==> config.mk <==
export PLATFORM = sky130hd
export DESIGN_NAME = wb_xbar_rr_flat
export DESIGN_NICKNAME = d
export VERILOG_FILES = /design/src/rtl/wb_xbar_rr_if.sv /design/src/rtl/wb_xbar_rr.sv /design/src/flat_wrapper.sv
export SDC_FILE = /design/constraint.sdc
export NUM_CORES = 1
export LEC_CHECK = 0
export ABC_AREA = 1
export CELL_PAD_IN_SITES_DETAIL_PLACEMENT = 1
export CELL_PAD_IN_SITES_GLOBAL_PLACEMENT = 2
export CORE_AREA = 10 10 196 198
export DETAILED_ROUTE_END_ITERATION = 7
export DIE_AREA = 0 0 206 208
export GPL_TIMING_DRIVEN = 0
export PLACE_DENSITY_LB_ADDON = 0.1
export SLEW_MARGIN = 10
export SYNTH_ARGS = -nofsm -noshare
export SYNTH_HDL_FRONTEND = slang
export SYNTH_SLANG_ARGS = --single-unit
==> constraint.sdc <==
create_clock -name clk -period 1.8 [get_ports clk]
set_clock_uncertainty 0.15 [all_clocks]
set_input_delay 0.18 -clock clk [delete_from_list [all_inputs] [get_ports clk]]
set_output_delay 0.18 -clock clk [all_outputs]
set_load 0.02 [all_outputs]
==> src/rtl/wb_xbar_rr_if.sv <==
// Wishbone classic shared-bus crossbar signal bundle.
// The "slave" modport is the crossbar view; "master" is the surrounding system.
interface wb_xbar_rr_if #(
   parameter int unsigned N_MST  = 2,
   parameter int unsigned N_SLV  = 8,
   parameter int unsigned ADDR_W = 32,
   parameter int unsigned DATA_W = 32
);
   localparam int unsigned SEL_W = DATA_W / 8;

   logic [N_MST*ADDR_W-1:0] m_adr_i;
   logic [N_MST*DATA_W-1:0] m_dat_i;
   logic [N_MST*SEL_W-1:0]  m_sel_i;
   logic [N_MST-1:0]        m_we_i;
   logic [N_MST-1:0]        m_cyc_i;
   logic [N_MST-1:0]        m_stb_i;
   logic [DATA_W-1:0]       m_dat_o;
   logic [N_MST-1:0]        m_ack_o;
   logic [N_MST-1:0]        m_err_o;

   logic [ADDR_W-1:0]       s_adr_o;
   logic [DATA_W-1:0]       s_dat_o;
   logic [SEL_W-1:0]        s_sel_o;
   logic                    s_we_o;
   logic [N_SLV-1:0]        s_cyc_o;
   logic [N_SLV-1:0]        s_stb_o;
   logic [N_SLV*DATA_W-1:0] s_dat_i;
   logic [N_SLV-1:0]        s_ack_i;

   modport slave (
      input  m_adr_i, m_dat_i, m_sel_i, m_we_i, m_cyc_i, m_stb_i,
      output m_dat_o, m_ack_o, m_err_o,
      output s_adr_o, s_dat_o, s_sel_o, s_we_o, s_cyc_o, s_stb_o,
      input  s_dat_i, s_ack_i
   );

   modport master (
      output m_adr_i, m_dat_i, m_sel_i, m_we_i, m_cyc_i, m_stb_i,
      input  m_dat_o, m_ack_o, m_err_o,
      input  s_adr_o, s_dat_o, s_sel_o, s_we_o, s_cyc_o, s_stb_o,
      output s_dat_i, s_ack_i
   );
endinterface

==> src/rtl/wb_xbar_rr.sv <==
// Round-robin shared-bus Wishbone interconnect: N masters, M slaves,
// prefix decode, error on unmapped access, ack watchdog.
module wb_xbar_rr #(
   parameter int unsigned N_MST  = 2,
   parameter int unsigned N_SLV  = 8,
   parameter int unsigned ADDR_W = 32,
   parameter int unsigned DATA_W = 32,
   parameter int unsigned PFX_W  = 4,
   parameter logic [N_SLV*PFX_W-1:0] SLV_PFX = '0,
   parameter logic [N_SLV-1:0]       SLV_EN  = '1,
   parameter int unsigned TIMEOUT = 255
) (
   input logic         clk,
   input logic         rst_n,
   wb_xbar_rr_if.slave bus
);
   localparam int unsigned SEL_W = DATA_W / 8;
   localparam int unsigned GW = (N_MST > 1) ? $clog2(N_MST) : 1;
   localparam int unsigned SW = (N_SLV > 1) ? $clog2(N_SLV) : 1;
   localparam int unsigned WW = (TIMEOUT > 1) ? $clog2(TIMEOUT) : 1;
   localparam logic [WW-1:0] WD_MAX = WW'(TIMEOUT - 1);

   typedef enum logic {IDLE, BUSY} state_e;

   state_e           state_q, state_d;
   logic [GW-1:0]    grant_q, grant_d;
   logic [GW-1:0]    last_q, last_d;
   logic [WW-1:0]    wdog_q, wdog_d;
   logic [N_MST-1:0] err_q, err_d;
   logic             kill_q, kill_d;

   logic [ADDR_W-1:0] adr_g;
   logic [DATA_W-1:0] dat_g;
   logic [SEL_W-1:0]  sel_g;
   logic              we_g, cyc_g, stb_g;

   logic [N_SLV-1:0] hit;
   logic [SW-1:0]    hit_idx;
   logic             any_hit;
   logic             ack_s;
   logic             busy, act;
   logic [GW-1:0]    pick;
   logic             found;

   logic [N_SLV-1:0]  s_cyc, s_stb;
   logic [N_MST-1:0]  m_ack;
   logic [DATA_W-1:0] m_dat;

   always_comb begin
      adr_g = bus.m_adr_i[int'(grant_q)*ADDR_W +: ADDR_W];
      dat_g = bus.m_dat_i[int'(grant_q)*DATA_W +: DATA_W];
      sel_g = bus.m_sel_i[int'(grant_q)*SEL_W +: SEL_W];
      we_g  = bus.m_we_i[grant_q];
      cyc_g = bus.m_cyc_i[grant_q];
      stb_g = bus.m_stb_i[grant_q];
   end

   // Scan downwards so the lowest matching slave index wins.
   always_comb begin
      hit     = '0;
      hit_idx = '0;
      any_hit = 1'b0;
      for (int k = N_SLV - 1; k >= 0; k--) begin
         if (SLV_EN[k] &&
             adr_g[ADDR_W-1 -: PFX_W] == SLV_PFX[k*PFX_W +: PFX_W]) begin
            hit_idx = SW'(k);
            any_hit = 1'b1;
         end
      end
      if (any_hit) hit[hit_idx] = 1'b1;
   end

   always_comb begin
      pick  = last_q;
      found = 1'b0;
      for (int i = 1; i <= N_MST; i++) begin
         if (!found && bus.m_cyc_i[(int'(last_q) + i) % N_MST]) begin
            pick  = GW'((int'(last_q) + i) % N_MST);
            found = 1'b1;
         end
      end
   end

   assign busy  = (state_q == BUSY);
   assign act   = busy & cyc_g & ~kill_q;
   assign ack_s = any_hit & bus.s_ack_i[hit_idx];

   always_comb begin
      s_cyc = act ? hit : '0;
      s_stb = (act & stb_g) ? hit : '0;
      m_ack = '0;
      if (act & stb_g & ack_s) m_ack[grant_q] = 1'b1;
      m_dat = '0;
      if (busy & any_hit) m_dat = bus.s_dat_i[int'(hit_idx)*DATA_W +: DATA_W];
   end

   always_comb begin
      state_d = state_q;
      grant_d = grant_q;
      last_d  = last_q;
      wdog_d  = wdog_q;
      err_d   = '0;
      kill_d  = 1'b0;
      unique case (state_q)
         IDLE: begin
            wdog_d = '0;
            if (found) begin
               state_d = BUSY;
               grant_d = pick;
            end
         end
         BUSY: begin
            if (!cyc_g) begin
               state_d = IDLE;
               last_d  = grant_q;
               wdog_d  = '0;
            end else if (!stb_g) begin
               wdog_d = '0;
            end else if (!any_hit) begin
               // Held strobe to nowhere: err every second cycle.
               err_d[grant_q] = ~err_q[grant_q];
               wdog_d = '0;
            end else if (kill_q || ack_s) begin
               wdog_d = '0;
            end else if (TIMEOUT != 0 && wdog_q == WD_MAX) begin
               err_d[grant_q] = 1'b1;
               kill_d = 1'b1;
               wdog_d = '0;
            end else begin
               wdog_d = wdog_q + WW'(1);
            end
         end
         default: state_d = IDLE;
      endcase
   end

   always_ff @(posedge clk or negedge rst_n) begin
      if (!rst_n) begin
         state_q <= IDLE;
         grant_q <= '0;
         last_q  <= GW'(N_MST - 1);
         wdog_q  <= '0;
         err_q   <= '0;
         kill_q  <= 1'b0;
      end else begin
         state_q <= state_d;
         grant_q <= grant_d;
         last_q  <= last_d;
         wdog_q  <= wdog_d;
         err_q   <= err_d;
         kill_q  <= kill_d;
      end
   end

   assign bus.s_adr_o = adr_g;
   assign bus.s_dat_o = dat_g;
   assign bus.s_sel_o = sel_g;
   assign bus.s_we_o  = we_g;
   assign bus.s_cyc_o = s_cyc;
   assign bus.s_stb_o = s_stb;
   assign bus.m_ack_o = m_ack;
   assign bus.m_err_o = err_q;
   assign bus.m_dat_o = m_dat;
endmodule
==> src/flat_wrapper.sv <==
// flat-port wrapper written by rule: the top's interface ports become plain ports
module wb_xbar_rr_flat 
#(
   parameter int unsigned N_MST  = 2,
   parameter int unsigned N_SLV  = 8,
   parameter int unsigned ADDR_W = 32,
   parameter int unsigned DATA_W = 32,
   parameter int unsigned PFX_W  = 4,
   parameter logic [N_SLV*PFX_W-1:0] SLV_PFX = '0,
   parameter logic [N_SLV-1:0]       SLV_EN  = '1,
   parameter int unsigned TIMEOUT = 255
)
  (clk, rst_n, bus_m_adr_i, bus_m_dat_i, bus_m_sel_i, bus_m_we_i, bus_m_cyc_i, bus_m_stb_i, bus_m_dat_o, bus_m_ack_o, bus_m_err_o, bus_s_adr_o, bus_s_dat_o, bus_s_sel_o, bus_s_we_o, bus_s_cyc_o, bus_s_stb_o, bus_s_dat_i, bus_s_ack_i);
  wb_xbar_rr_if #(.N_MST(N_MST), .N_SLV(N_SLV), .ADDR_W(ADDR_W), .DATA_W(DATA_W)) bus_i ();
  input logic clk;
  input logic rst_n;
  input wire logic [$bits(bus_i.m_adr_i)-1:0] bus_m_adr_i;
  input wire logic [$bits(bus_i.m_dat_i)-1:0] bus_m_dat_i;
  input wire logic [$bits(bus_i.m_sel_i)-1:0] bus_m_sel_i;
  input wire logic [$bits(bus_i.m_we_i)-1:0] bus_m_we_i;
  input wire logic [$bits(bus_i.m_cyc_i)-1:0] bus_m_cyc_i;
  input wire logic [$bits(bus_i.m_stb_i)-1:0] bus_m_stb_i;
  output wire logic [$bits(bus_i.m_dat_o)-1:0] bus_m_dat_o;
  output wire logic [$bits(bus_i.m_ack_o)-1:0] bus_m_ack_o;
  output wire logic [$bits(bus_i.m_err_o)-1:0] bus_m_err_o;
  output wire logic [$bits(bus_i.s_adr_o)-1:0] bus_s_adr_o;
  output wire logic [$bits(bus_i.s_dat_o)-1:0] bus_s_dat_o;
  output wire logic [$bits(bus_i.s_sel_o)-1:0] bus_s_sel_o;
  output wire logic [$bits(bus_i.s_we_o)-1:0] bus_s_we_o;
  output wire logic [$bits(bus_i.s_cyc_o)-1:0] bus_s_cyc_o;
  output wire logic [$bits(bus_i.s_stb_o)-1:0] bus_s_stb_o;
  input wire logic [$bits(bus_i.s_dat_i)-1:0] bus_s_dat_i;
  input wire logic [$bits(bus_i.s_ack_i)-1:0] bus_s_ack_i;
  assign bus_i.m_adr_i = bus_m_adr_i;
  assign bus_i.m_dat_i = bus_m_dat_i;
  assign bus_i.m_sel_i = bus_m_sel_i;
  assign bus_i.m_we_i = bus_m_we_i;
  assign bus_i.m_cyc_i = bus_m_cyc_i;
  assign bus_i.m_stb_i = bus_m_stb_i;
  assign bus_m_dat_o = bus_i.m_dat_o;
  assign bus_m_ack_o = bus_i.m_ack_o;
  assign bus_m_err_o = bus_i.m_err_o;
  assign bus_s_adr_o = bus_i.s_adr_o;
  assign bus_s_dat_o = bus_i.s_dat_o;
  assign bus_s_sel_o = bus_i.s_sel_o;
  assign bus_s_we_o = bus_i.s_we_o;
  assign bus_s_cyc_o = bus_i.s_cyc_o;
  assign bus_s_stb_o = bus_i.s_stb_o;
  assign bus_i.s_dat_i = bus_s_dat_i;
  assign bus_i.s_ack_i = bus_s_ack_i;
  wb_xbar_rr #(.N_MST(N_MST), .N_SLV(N_SLV), .ADDR_W(ADDR_W), .DATA_W(DATA_W), .PFX_W(PFX_W), .SLV_PFX(SLV_PFX), .SLV_EN(SLV_EN), .TIMEOUT(TIMEOUT)) u_core (.clk(clk), .rst_n(rst_n), .bus(bus_i));
endmodule
# == Word level (Yosys, flattened, before mapping) ==
# Cells that the tools add are included.
# word_totals
regBits,14
inputBits,408
out_inout_bits,121
wordCells,80
# classes
add_sub_neg,3
magnitude_cmp,4
eq_ne,1
shift,3
n_mux,45
n_bitwise,11
n_reduce_logical,7
# ops
op,count
64-bit by 7-bit indexed part select with 32-bit output,2
8-bit two-way mux,5
32-bit two-way mux,1
1-bit two-way mux,29
8-bit one-hot mux with 2 select lines,1
2-bit two-way mux,7
"8-bit by 1-bit adder with 8-bit output, second input constant",1
"8-bit equality test, second input constant",1
8-bit by 4-bit indexed part select with 4-bit output,1
1-bit AND,6
"1-bit by 2-bit < comparator with 1-bit output, second input constant",3
4-bit logical NOT,1
1-bit inverter,4
2-bit AND reduction,2
"1-bit adder, second input constant",2
2-bit AND,1
1-bit logical AND,2
1-bit one-hot mux with 2 select lines,1
1-bit demux with 1-bit select,1
"1-bit greater-or-equal comparator, second input constant",1
1-bit logical NOT,1
1-bit logical OR,1

# == Longest topological paths before layout ==
# Gate-level depths: netlist (run 1).
# depth
depth_word,10
depth_mapped,10
ltp_nobuf,9

# == Worst setup path after synthesis (run 1) ==
# No wires, ideal clock.
# synth_path
path_type,register to output
start,register u_core.grant_q
end,output port bus_s_stb_o[0]
arrival_time_ns,1.536
required_time_ns,1.470
slack_ns,-0.066
stages_incl_launch_ff,9
n_path_buf,1
path_cell_list,dfrtp_1 > buf_6 > inv_4 > nand2_1 > nand2_1 > nand2_1 > inv_1 > nand2_1 > nor4_1
# synth_between
elab_chain_len,6
word_cells_on_any_way,12
cone_classes,shift (1); mux (7); bitwise (3); reduce/logical (1)
# synth_lines
item,line,source
"start, declared",wb_xbar_rr.sv:26,"logic [GW-1:0] grant_q, grant_d;"
"start signal, assigned",wb_xbar_rr.sv:147,grant_q <= grant_d;
branches (longest 5 deep; another with 64-bit by 7-bit indexed part select with 32-bit output),--,
1-bit two-way mux *,wb_xbar_rr.sv:90,s_stb = (act & stb_g) ? hit : '0;
"end, declared",flat_wrapper.sv:31,output wire logic [$bits(bus_i.s_stb_o)-1:0] bus_s_stb_o;
# Mark *: on every way between the ends. The select of a mux whose other input is x is not followed.

# == Final worst setup path (run 1) ==
# layout_path
start,register u_core.grant_q
end,output port bus_m_dat_o[13]
# layout_between
elab_chain_len,5
# layout_lines
item,line,source
64-bit by 7-bit indexed part select with 32-bit output,wb_xbar_rr.sv:50,adr_g = bus.m_adr_i[int'(grant_q)*ADDR_W +: ADDR_W];
4-bit logical NOT,wb_xbar_rr.sv:65,adr_g[ADDR_W-1 -: PFX_W] == SLV_PFX[k*PFX_W +: PFX_W]) begin
1-bit two-way mux,wb_xbar_rr.sv:64,if (SLV_EN[k] &&
1-bit AND,wb_xbar_rr.sv:94,if (busy & any_hit) m_dat = bus.s_dat_i[int'(hit_idx)*DATA_W +: DATA_W];
32-bit two-way mux,wb_xbar_rr.sv:94,
"end, declared",flat_wrapper.sv:23,output wire logic [$bits(bus_i.m_dat_o)-1:0] bus_m_dat_o;
# Every way passes these cells.

==> results.json, run 1 <==
{
  "status": "finished, violations left",
  "failed_checks": "setup timing",
  "synth_top_area_share_pct": 39.4,
  "pwr-share-comb_pct": 87.7,
  "wire_per_inst_um": 16.0,
  "dpl_worst_slack_ps": -818,
  "intPower_mw": 3.74,
  "hold_viol": 0,
  "synth_top_family_by_area": "simple AND/OR/NAND/NOR gates",
  "drive_above_1_share_pct": 44.7,
  "synth-xor-area-share_pct": 1.65,
  "finalCritPeriodShare_pct": 116,
  "required_ps": 1470,
  "crit_type": "flop to output pin",
  "rsz0062_at_grt": "yes",
  "antenna_found_initial": 3,
  "slew_headroom_pct": 51.2,
  "place.port_buffers": 283,
  "min_period_ps": 2080,
  "drc": 0,
  "die_h_um": 208,
  "viasPerCell": 3.12,
  "area_growth_pct": 223,
  "p_switching_mw": 3.53,
  "grt_overflow": 0,
  "cts_hold_buf": 0,
  "postSynthAreaPerCell_um2": 5.20,
  "clk_pin_slew_ps": 50,
  "grtUsageTotal_pct": 7.96,
  "critPathMaxFanout": 8,
  "worst_slack_ps": -280,
  "worst-path-buf-inv": 4,
  "core-area_um2": 34400,
  "setup_viol": 84,
  "synth_area_leaders": "nand2_1 (39%), dfrtp_1 (15%), inv_1 (9.5%), nor2_1 (6.7%), buf_4 (4.9%)",
  "ys_ff_latch": 14,
  "p_sw_share_pct": 48.5,
  "critPathArrivalTime_ps": 1750,
  "grt_pass1_wl_mm": 26.0,
  "max_stage_delay_ps": 370,
  "io_pins": 529,
  "clk_path_buf_depth": 2,
  "max_slew.worst_pin.slew_ps": 730,
  "yosys_warnings": 0,
  "cts_tree": "built",
  "p_seq_share_pct": 5.7,
  "power_density_nw_per_um2": 1060,
  "synthSimpleGateAreaFrac_pct": 58.0,
  "ir_worst_vdd_mv": 0.327,
  "finalWirelength_mm": 19.2,
  "tns_ps": -12850,
  "synthMuxAreaShare_pct": 0,
  "htreeDepth": 1,
  "r2r_cells": 10,
  "slew_viol_final": 0,
  "leakage_nw": 3.25,
  "slowest_stage": "dfrtp_1",
  "clkSinkCount": 14,
  "cp_cell_sequence": "buf_6 -> clkinv_8 -> nand2_1 -> nand2_2 -> nand2_4 -> nor2_4 -> nand2_8 -> clkbuf_16 -> nor2_4 -> buf_6",
  "drtPass1Iterations": 3,
  "synth_compound_area_share_pct": 2.30,
  "dr_total_vias": 3731,
  "clockPowerShare_pct": 6.6,
  "root_buffer": "clkbuf_16",
  "fmax_mhz": 481,
  "hpwlAfterDp_mm": 16.2,
  "ant_nets": 0,
  "syn_inst": 408,
  "cap_violations": 0,
  "synth_sequential_area_ratio_pct": 16.6,
  "hold_path_class": "primary input to async pin",
  "cts_buffers": 3,
  "start_util_pct": 6.18,
  "insertion_delay_ps": 250,
  "place_congestion": 0.691,
  "endpoint_kind": "output pin",
  "grt_pass1_vias": 3847,
  "dieWidth_um": 206,
  "synth.distinct_cells": 31,
  "num_rows": 68,
  "start_kind": "flop",
  "path_depth": 10,
  "cp_top_family": "simple AND/OR/NAND/NOR gates",
  "synth-adder-area-share_pct": 1.18,
  "netlist_area_um2": 2120,
  "nets": 1151,
  "yosys.area.top_type": "nand2_1",
  "dieArea_um2": 42800,
  "drt-initial-drc-count": 46,
  "grt_max_degree": 15
}
-- cells by family (layout without fill, tap and decap cells) --
family | after synthesis | after routing
other cells | 1 | 15
compound gates | 8 | 8
buf+inv | 89 | 408
simple gates | 290 | 290
xor+xnor | 4 | 4
flops | 14 | 14
fa+ha+maj | 2 | 2
-- metal layers --
layer / routed length (um) / global-route usage, %
met3: 1610 / 2.95
met2: 10500 / 15.5
met4: 20 / 0.301
met1: 7020 / 8.20
met5: 39 / 0
-- cells in the mapped netlist (all sizes together) --
cell type  instances
a31oi              1
clkbuf             9
buf               24
nand4              4
nand3              7
ha                 2
xnor2              2
dfstp              1
nor4               1
o21ai              5
dfrtp             13
o21bai             1
conb               1
xor2               2
nor3              10
nor2              43
nand2            225
a32o               1
inv               56
-- registers in the layout (all words and copies together) (netlist names) --
| signal | cells |
|---|---|
| u_core.wdog_q | 8 |
| u_core.bus.m_err_o | 2 |
| u_core.busy | 1 |
| u_core.grant_q | 1 |
| u_core.kill_q | 1 |
| u_core.last_q | 1 |
-- path summary, 6_finish.rpt --
| check | slack, ps | end | start |
|---|---|---|---|
| worst max-delay path | -280 | bus_m_dat_o[13] | u_core.grant_q |
| worst max register to register | -50 | u_core.wdog_q[7] | u_core.grant_q |
| worst min-delay path | 220 | u_core.wdog_q[4] | rst_n |
| min in group clk | 340 | u_core.wdog_q[0] | u_core.wdog_q[0] |
| worst min register to register | 340 | u_core.wdog_q[0] | u_core.wdog_q[0] |
| max in group asynchronous | 820 | u_core.wdog_q[6] | rst_n |
-- cell type report --
type / instances / area [um^2]
Buffer: 29 / 352
Timing Repair Buffer: 319 / 3270
Multi-Input combinational cell: 318 / 2000
Tap cell: 455 / 569
Antenna cell: 1 / 2.50
Inverter: 56 / 223
Clock buffer: 4 / 88.8
Sequential cell: 14 / 352
Fill cell: 4060 / 27500
-- what timing repair did --
| action | CTS | global route |
|---|---|---|
| setup endpoints to repair | 105 | 102 |
| buffers inserted | 8 | 19 |
| cloned | 2 | 7 |
| pin swaps | 7 | 43 |
| gates resized for setup | 543 | 345 |
-- stage by stage --
step / hold slack [ps] / power [mW] / util, % / instances / instance area, um^2
3_3_place_gp: 339 / 5.11 / 16.2 / 1159 / 5580
4_1_cts: 245 / 5.81 / 17.2 / 1173 / 5900
3_5_place_dp: 348 / 5.12 / 16.2 / 1159 / 5580
5_1_grt: 280 / 7.80 / 19.9 / 1195 / 6850
6_report: 222 / 7.27 / 19.9 / 1196 / 6860
2_1_floorplan: -266 / 2.65 / - / 421 / 2180
-- cells in the final DEF, fill, tap and decap left out, types with 2 or more instances in the layout --
cell type and instances:
ha_1 2, o21ai_0 3, conb_1 14, nand2_2 71
buf_8 10, dfrtp_1 13, buf_2 17, nand3_1 6
clkdlybuf4s50_1 178, clkbuf_16 10, inv_2 3, buf_4 47
nor2_2 14, xor2_1 2, inv_1 52, nor2_4 23
buf_6 81, nor3_2 9, xnor2_1 2, nor2_1 6
buf_12 8, nand2_1 126, nand2_4 27, nand4_1 2
-- power by group through the flow --
stage          Clock [mW]  Sequential (mW)  Combinational [mW]
2_1_floorplan           0            0.408                2.24
3_3_place_gp            0            0.402                4.71
3_5_place_dp            0            0.402                4.72
4_1_cts             0.494            0.405                4.91
5_1_grt             0.515            0.420                6.87
6_report            0.478            0.412                6.38
Note: power is estimated with default switching activity, not from simulation.
==> inputs of run 2 (changes only) <==
- PLACE_DENSITY_LB_ADDON: 0.1 -> 0.2
==> run 2 against run 1 <==
The flow still finishes with violations (setup timing). Final cell count grew 0.25%. Hold slack gained 1.1 ps. Largest cell class unchanged. First-iteration DRC count grew 76%. Flip-flop and latch count is the same. Critical endpoint is now bus_m_dat_o[16]. Clock power shrank 3%. Maximum frequency grew 0.47%. Critical path depth is the same. Final area is essentially flat.
==> results.json, run 2 (same netlist as run 1, synthesis figures left out) <==
{
  "max_slew.worst_pin.slew_ps": 721,
  "largest_reg_flops": 8,
  "core-area_um2": 34400,
  "p_sw_share_pct": 46.1,
  "grt_overflow": 0,
  "insertion_delay_ps": 240,
  "place.port_buffers": 283,
  "ant_nets": 0,
  "grt_max_degree": 15,
  "hpwlAfterDp_mm": 15.6,
  "critPathMaxFanout": 8,
  "total_power_mw": 7.60,
  "hold_path_class": "primary input to async pin",
  "power_density_nw_per_um2": 1110,
  "antenna_found_initial": 1,
  "endpoint_kind": "output pin",
  "place_area_um2": 5580,
  "largest-register": "u_core.wdog_q",
  "failed_checks": "setup timing",
  "leakage_nw": 3.22,
  "intPower_mw": 4.10,
  "worst_slack_ps": -270,
  "slew_viol_final": 0,
  "antenna_cells": 0,
  "grtUsageMet2_pct": 14.1,
  "drive_above_1_share_pct": 41.0,
  "ir_worst_vdd_mv": 0.451,
  "p_switching_mw": 3.50,
  "num_rows": 68,
  "dieWidth_um": 206,
  "required_ps": 1470,
  "finalCritPeriodShare_pct": 115,
  "finalWirelength_mm": 18.6,
  "dr_total_vias": 3639,
  "dieArea_um2": 42800,
  "cts_hold_buf": 0,
  "drtPass1Iterations": 4,
  "slew_headroom_pct": 51.8,
  "fmax_mhz": 483,
  "viasPerCell": 3.04,
  "io_pins": 529,
  "rsz0062_at_grt": "yes",
  "p_seq_share_pct": 5.5,
  "htreeDepth": 1,
  "root_buffer": "clkbuf_16",
  "cts_tree": "built",
  "clk_path_buf_depth": 2,
  "post-route-cell-area_um2": 6860,
  "fin_util_pct": 20.0,
  "final_common_cell": "clkdlybuf4s50_1",
  "die_h_um": 208,
  "drt-initial-drc-count": 81,
  "clockPowerShare_pct": 6.1,
  "cts_buffers": 3,
  "grt_util_met3_pct": 2.70,
  "busiest_layer": "met2",
  "setup_viol": 103,
  "clk_pin_slew_ps": 50,
  "grt_pass1_wl_mm": 25.3,
  "drc": 0,
  "critPathArrivalTime_ps": 1740,
  "clkSinkCount": 14,
  "met1_usage_pct": 8.87,
  "crit_type": "flop to output pin",
  "grt_pass1_vias": 3666,
  "start_util_pct": 6.18,
  "pwr-share-comb_pct": 88.4,
  "mostFrequentLayoutCells": "clkdlybuf4s50_1 (178), nand2_1 (153), buf_6 (98), nand2_2 (61), inv_1 (52)",
  "grtUsageTotal_pct": 7.74,
  "start_kind": "flop",
  "place_congestion": 0.682,
  "dp.cells": 1159,
  "hold_viol": 0,
  "instances_no_fill": 1199,
  "status": "finished, violations left",
  "area_growth_pct": 223,
  "nets": 1155,
  "wire_per_inst_um": 15.5,
  "min_period_ps": 2070,
  "cap_violations": 0
}
-- run 2: power by group through the flow --
stage,combinational (mW),sequential [mW],clock [mW]
2_1_floorplan,2.24,0.408,0
3_3_place_gp,4.78,0.410,0
3_5_place_dp,4.73,0.411,0
4_1_cts,5.33,0.414,0.486
5_1_grt,7.23,0.422,0.499
6_report,6.72,0.416,0.465
-- run 2: layer usage --
metal	share of wire, %	up-vias	wire length (um)
li1	-	1846	-
met1	40	1654	7360
met2	51	133	9550
met3	9.1	4	1690
met4	0.064	2	12
met5	0.070	-	13
-- run 2: layout make-up --
class	count	area, um^2
Buffer	30	340
Clock buffer	4	88.8
Fill cell	4099	27500
Inverter	56	225
Multi-Input combinational cell	319	1860
Sequential cell	14	352
Tap cell	455	569
Timing Repair Buffer	321	3420
-- run 2: timing repair --
item,in CTS,in global routing
cloned,3,9
pin swaps,9,48
hold endpoints to repair,0,0
gates resized for setup,650,214
buffers inserted,4,23
setup endpoints to repair,106,115
-- run 2: worst max-delay path, cell delays in order (launching register included) --
cell and delay, ps:
dfrtp_1 380, buf_8 150, clkinv_8 80, nand2_4 50, nand2_4 80, nand2_4 60
nor2_4 140, nand2_4 130, buf_6 180, nor2_1 80, buf_4 140
-- run 2: path summary, 6_finish.rpt --
check	start	to	slack, ps	cells past startpoint
worst min register to register	u_core.wdog_q[0]	u_core.wdog_q[0]	360	1
worst min-delay path	rst_n	u_core.wdog_q[3]	220	1
worst max-delay path	u_core.grant_q	bus_m_dat_o[16]	-270	10
worst max register to register	u_core.grant_q	u_core.bus.m_err_o[0]	30	13
max in group asynchronous	rst_n	u_core.wdog_q[0]	820	1
min in group clk	u_core.wdog_q[0]	u_core.wdog_q[0]	360	1
-- run 2: per-stage QoR --
| stage | setup TNS, ps | hold WS, ps | worst slack, ps |
|---|---|---|---|
| 2_1_floorplan | 0 | -266 | 48.0 |
| 3_3_place_gp | -67930 | 351 | -776 |
| 3_5_place_dp | -67560 | 357 | -774 |
| 4_1_cts | -16040 | 258 | -326 |
| 5_1_grt | -26300 | 289 | -384 |
| 6_report | -18050 | 223 | -270 |
==> patch: new RTL, flow settings as in run 1 <==
Reset style: synchronous (`rst_n`), changed in one clocked block.
--- a/src/rtl/wb_xbar_rr.sv
+++ b/src/rtl/wb_xbar_rr.sv
@@ -136,3 +136,3 @@
 
-   always_ff @(posedge clk or negedge rst_n) begin
+   always_ff @(posedge clk) begin
       if (!rst_n) begin
Behaviour: differs if rst_n is asserted again (counterexample within 4 cycles, from zero or initial values and one cycle with rst_n low); with rst_n held inactive, the same outputs for 4 cycles.
==> patch against run 1 <==
The flow still finishes with violations (setup timing); area after synthesis is 7.1% lower; final area is 4.5% lower; register-to-register slack better by 0.12 ns; sequential cell count stayed put; die area stayed put; first-iteration DRC count is 30% higher; wire length is 5.1% lower; fmax is 0.38% higher; setup slack better by 0.0078 ns; hold slack better by 0.13 ns; critical endpoint is now bus_m_ack_o[1].
Power is not compared: it rests on default switching activity, and its combinational part moved more than twofold at a synthesized area within 25%.
==> patch: results (changes against run 1) <==
<table>
<tr><th>Metric</th><th>Value</th></tr>
<tr><th colspan="2">GRT</th></tr>
<tr><td>Number of global-route vias before repair</td><td>3876 (+0.75%)</td></tr>
<tr><td>Initial antenna violation count</td><td>4 (+1)</td></tr>
<tr><td>Maximum number of pins on one net before global-route repair</td><td>11 (-4)</td></tr>
<tr><td>Total routing resource utilization after global routing</td><td>7.71% (-0.25 points)</td></tr>
<tr><td>Global-route wire length before repair</td><td>25300 um (-2.8%)</td></tr>
<tr><th colspan="2">Hold path</th></tr>
<tr><td>HP Class</td><td>reg2reg</td></tr>
<tr><th colspan="2">Synth</th></tr>
<tr><td>Unique masters post-synth</td><td>27 (-13%)</td></tr>
<tr><td>Post-synthesis sequential area ratio</td><td>14.2% (-2.4 points)</td></tr>
<tr><td>Post-synth ARST share</td><td>0% (-100 points)</td></tr>
<tr><td>Most used standard cells in the synthesized netlist</td><td>nand2_1 (224), inv_1 (39), nor2_1 (30), buf_4 (15), dfxtp_1 (14)</td></tr>
<tr><td>Cells taking the most area after synthesis</td><td>nand2_1 (43%), dfxtp_1 (14%), inv_1 (7.4%), buf_4 (5.7%), nor2_1 (5.7%)</td></tr>
<tr><td>Predominant post-synthesis flop cell</td><td>dfxtp_1</td></tr>
<tr><th colspan="2">Drt</th></tr>
<tr><td>Detailed-router iteration count before antenna repair</td><td>4 (+1)</td></tr>
<tr><td>1st-iter DRT viols</td><td>60 (+30%)</td></tr>
<tr><td>Number of vias after detailed routing</td><td>3657 (-2.0%)</td></tr>
<tr><td>Detailed Route WL</td><td>18200 um (-5.1%)</td></tr>
<tr><th colspan="2">Cells and area</th></tr>
<tr><td>Count of fill cells added during filler insertion</td><td>4152 (+2.3%)</td></tr>
<tr><td>Fraction of layout instances using a drive strength above 1</td><td>39.9% (-4.8 points)</td></tr>
<tr><td>Total Nets Final</td><td>1133 (-1.6%)</td></tr>
<tr><th colspan="2">Outcome</th></tr>
<tr><td>Violated checks</td><td>setup timing</td></tr>
<tr><td>Run status</td><td>complete, but fails checks</td></tr>
<tr><th colspan="2">Placement</th></tr>
<tr><td>Pre-CTS setup slack</td><td>-0.799 ns (+0.0186 ns)</td></tr>
<tr><td>Detailed placement HPWL</td><td>15600 um (-4.0%)</td></tr>
<tr><th colspan="2">Setup path</th></tr>
<tr><td>Critical Path Fanout Max</td><td>4 (-4)</td></tr>
<tr><td>Number of cells traversed by the worst register-to-register path</td><td>11 (+1)</td></tr>
<tr><th colspan="2">STA</th></tr>
<tr><td>Count of final setup violators</td><td>74 (-12%)</td></tr>
<tr><td>Final worst-path setup slack</td><td>-0.272 ns (+0.00785 ns)</td></tr>
</table>
-- patch: changes by cell type after synthesis, sizes merged, moves of 2 or more --
cell,delta
inv,-16
dfxtp,+14
o21ai,-3
nand2,+6
nand3,+2
dfrtp,-13
-- patch: critical path, cell delays in order (launching register included) --
cell and delay (ns):
dfxtp_4 0.39, inv_6 0.05, buf_12 0.13, nand2_4 0.06, nand2_4 0.05, nor2_4 0.15, nand2_4 0.08, clkinv_4 0.07
nand4_1 0.19, nor2_1 0.16, buf_4 0.16
-- patch: timing repair --
| action | 4_1_cts | 5_1_grt |
|---|---|---|
| resized for setup | 567 | 224 |
| hold endpoints to repair | 0 | 0 |
| pin swaps | 11 | 36 |
| setup endpoints to repair | 105 | 79 |
| buffers inserted | 9 | 10 |
| cloned | 1 | 6 |
-- patch: final timing paths --
check | start | endpoint | slack, ns
setup / recovery | u_core.grant_q | bus_m_ack_o[1] | -0.27
hold / removal | u_core.wdog_q[0] | u_core.wdog_q[0] | 0.36
setup reg to reg | u_core.grant_q | u_core.wdog_q[2] | 0.07
hold reg to reg | u_core.wdog_q[0] | u_core.wdog_q[0] | 0.36
-- patch: per-layer routing --
metal | vias up | GRT usage [%] | part of all wire (%)
li1 | 1796 | - | -
met1 | 1683 | 8.18 | 38
met2 | 162 | 13.9 | 51
met3 | 10 | 3.67 | 10
met4 | 6 | 0.853 | 0.32
met5 | - | 0 | 0.16
-- patch: through the flow --
stage	util, %	TNS (ns)	hold slack (ns)	instances	area (um^2)
global placement	15.8	-58.15	0.327	1149	5420
floorplan	-	0	0.128	411	2020
global route	19.0	-20.08	0.396	1178	6540
detailed placement	15.8	-59.52	0.349	1149	5420
CTS	16.3	-11.63	0.355	1163	5600
finish	19.0	-13.98	0.356	1179	6540
-- patch: area by class of cell --
type	instances	area [um^2]	share of cell area [%]
clock buffer	4	88.8	1.36
antenna	2	5.00	0.0765
timing repair buffer	307	3050	46.7
buffer	33	378	5.77
sequential	14	284	4.34
inverter	41	164	2.50
multi-input combinational	323	2000	30.6
tap	455	569	8.70
-- patch: report_power, final --
group          internal [mW]  switching (mW)  total, mW
Combinational          0.831           0.754       1.59
Sequential             0.316          0.0104      0.327
Clock                  0.338           0.145      0.482
-- patch: kinds of logic after synthesis --
| logic type | after synthesis | share of synthesized area, % |
|---|---|---|
| AO/OA/AOI/OAI | 5 | 1.65 |
| XOR/XNOR | 5 | 2.22 |
| adder cells (fa/ha/maj) | 2 | 1.27 |
| buffers and inverters | 74 | 18.7 |
| flip-flops | 14 | 14.2 |
| other | 1 | 0.190 |
| AND/OR/NAND/NOR | 297 | 61.8 |
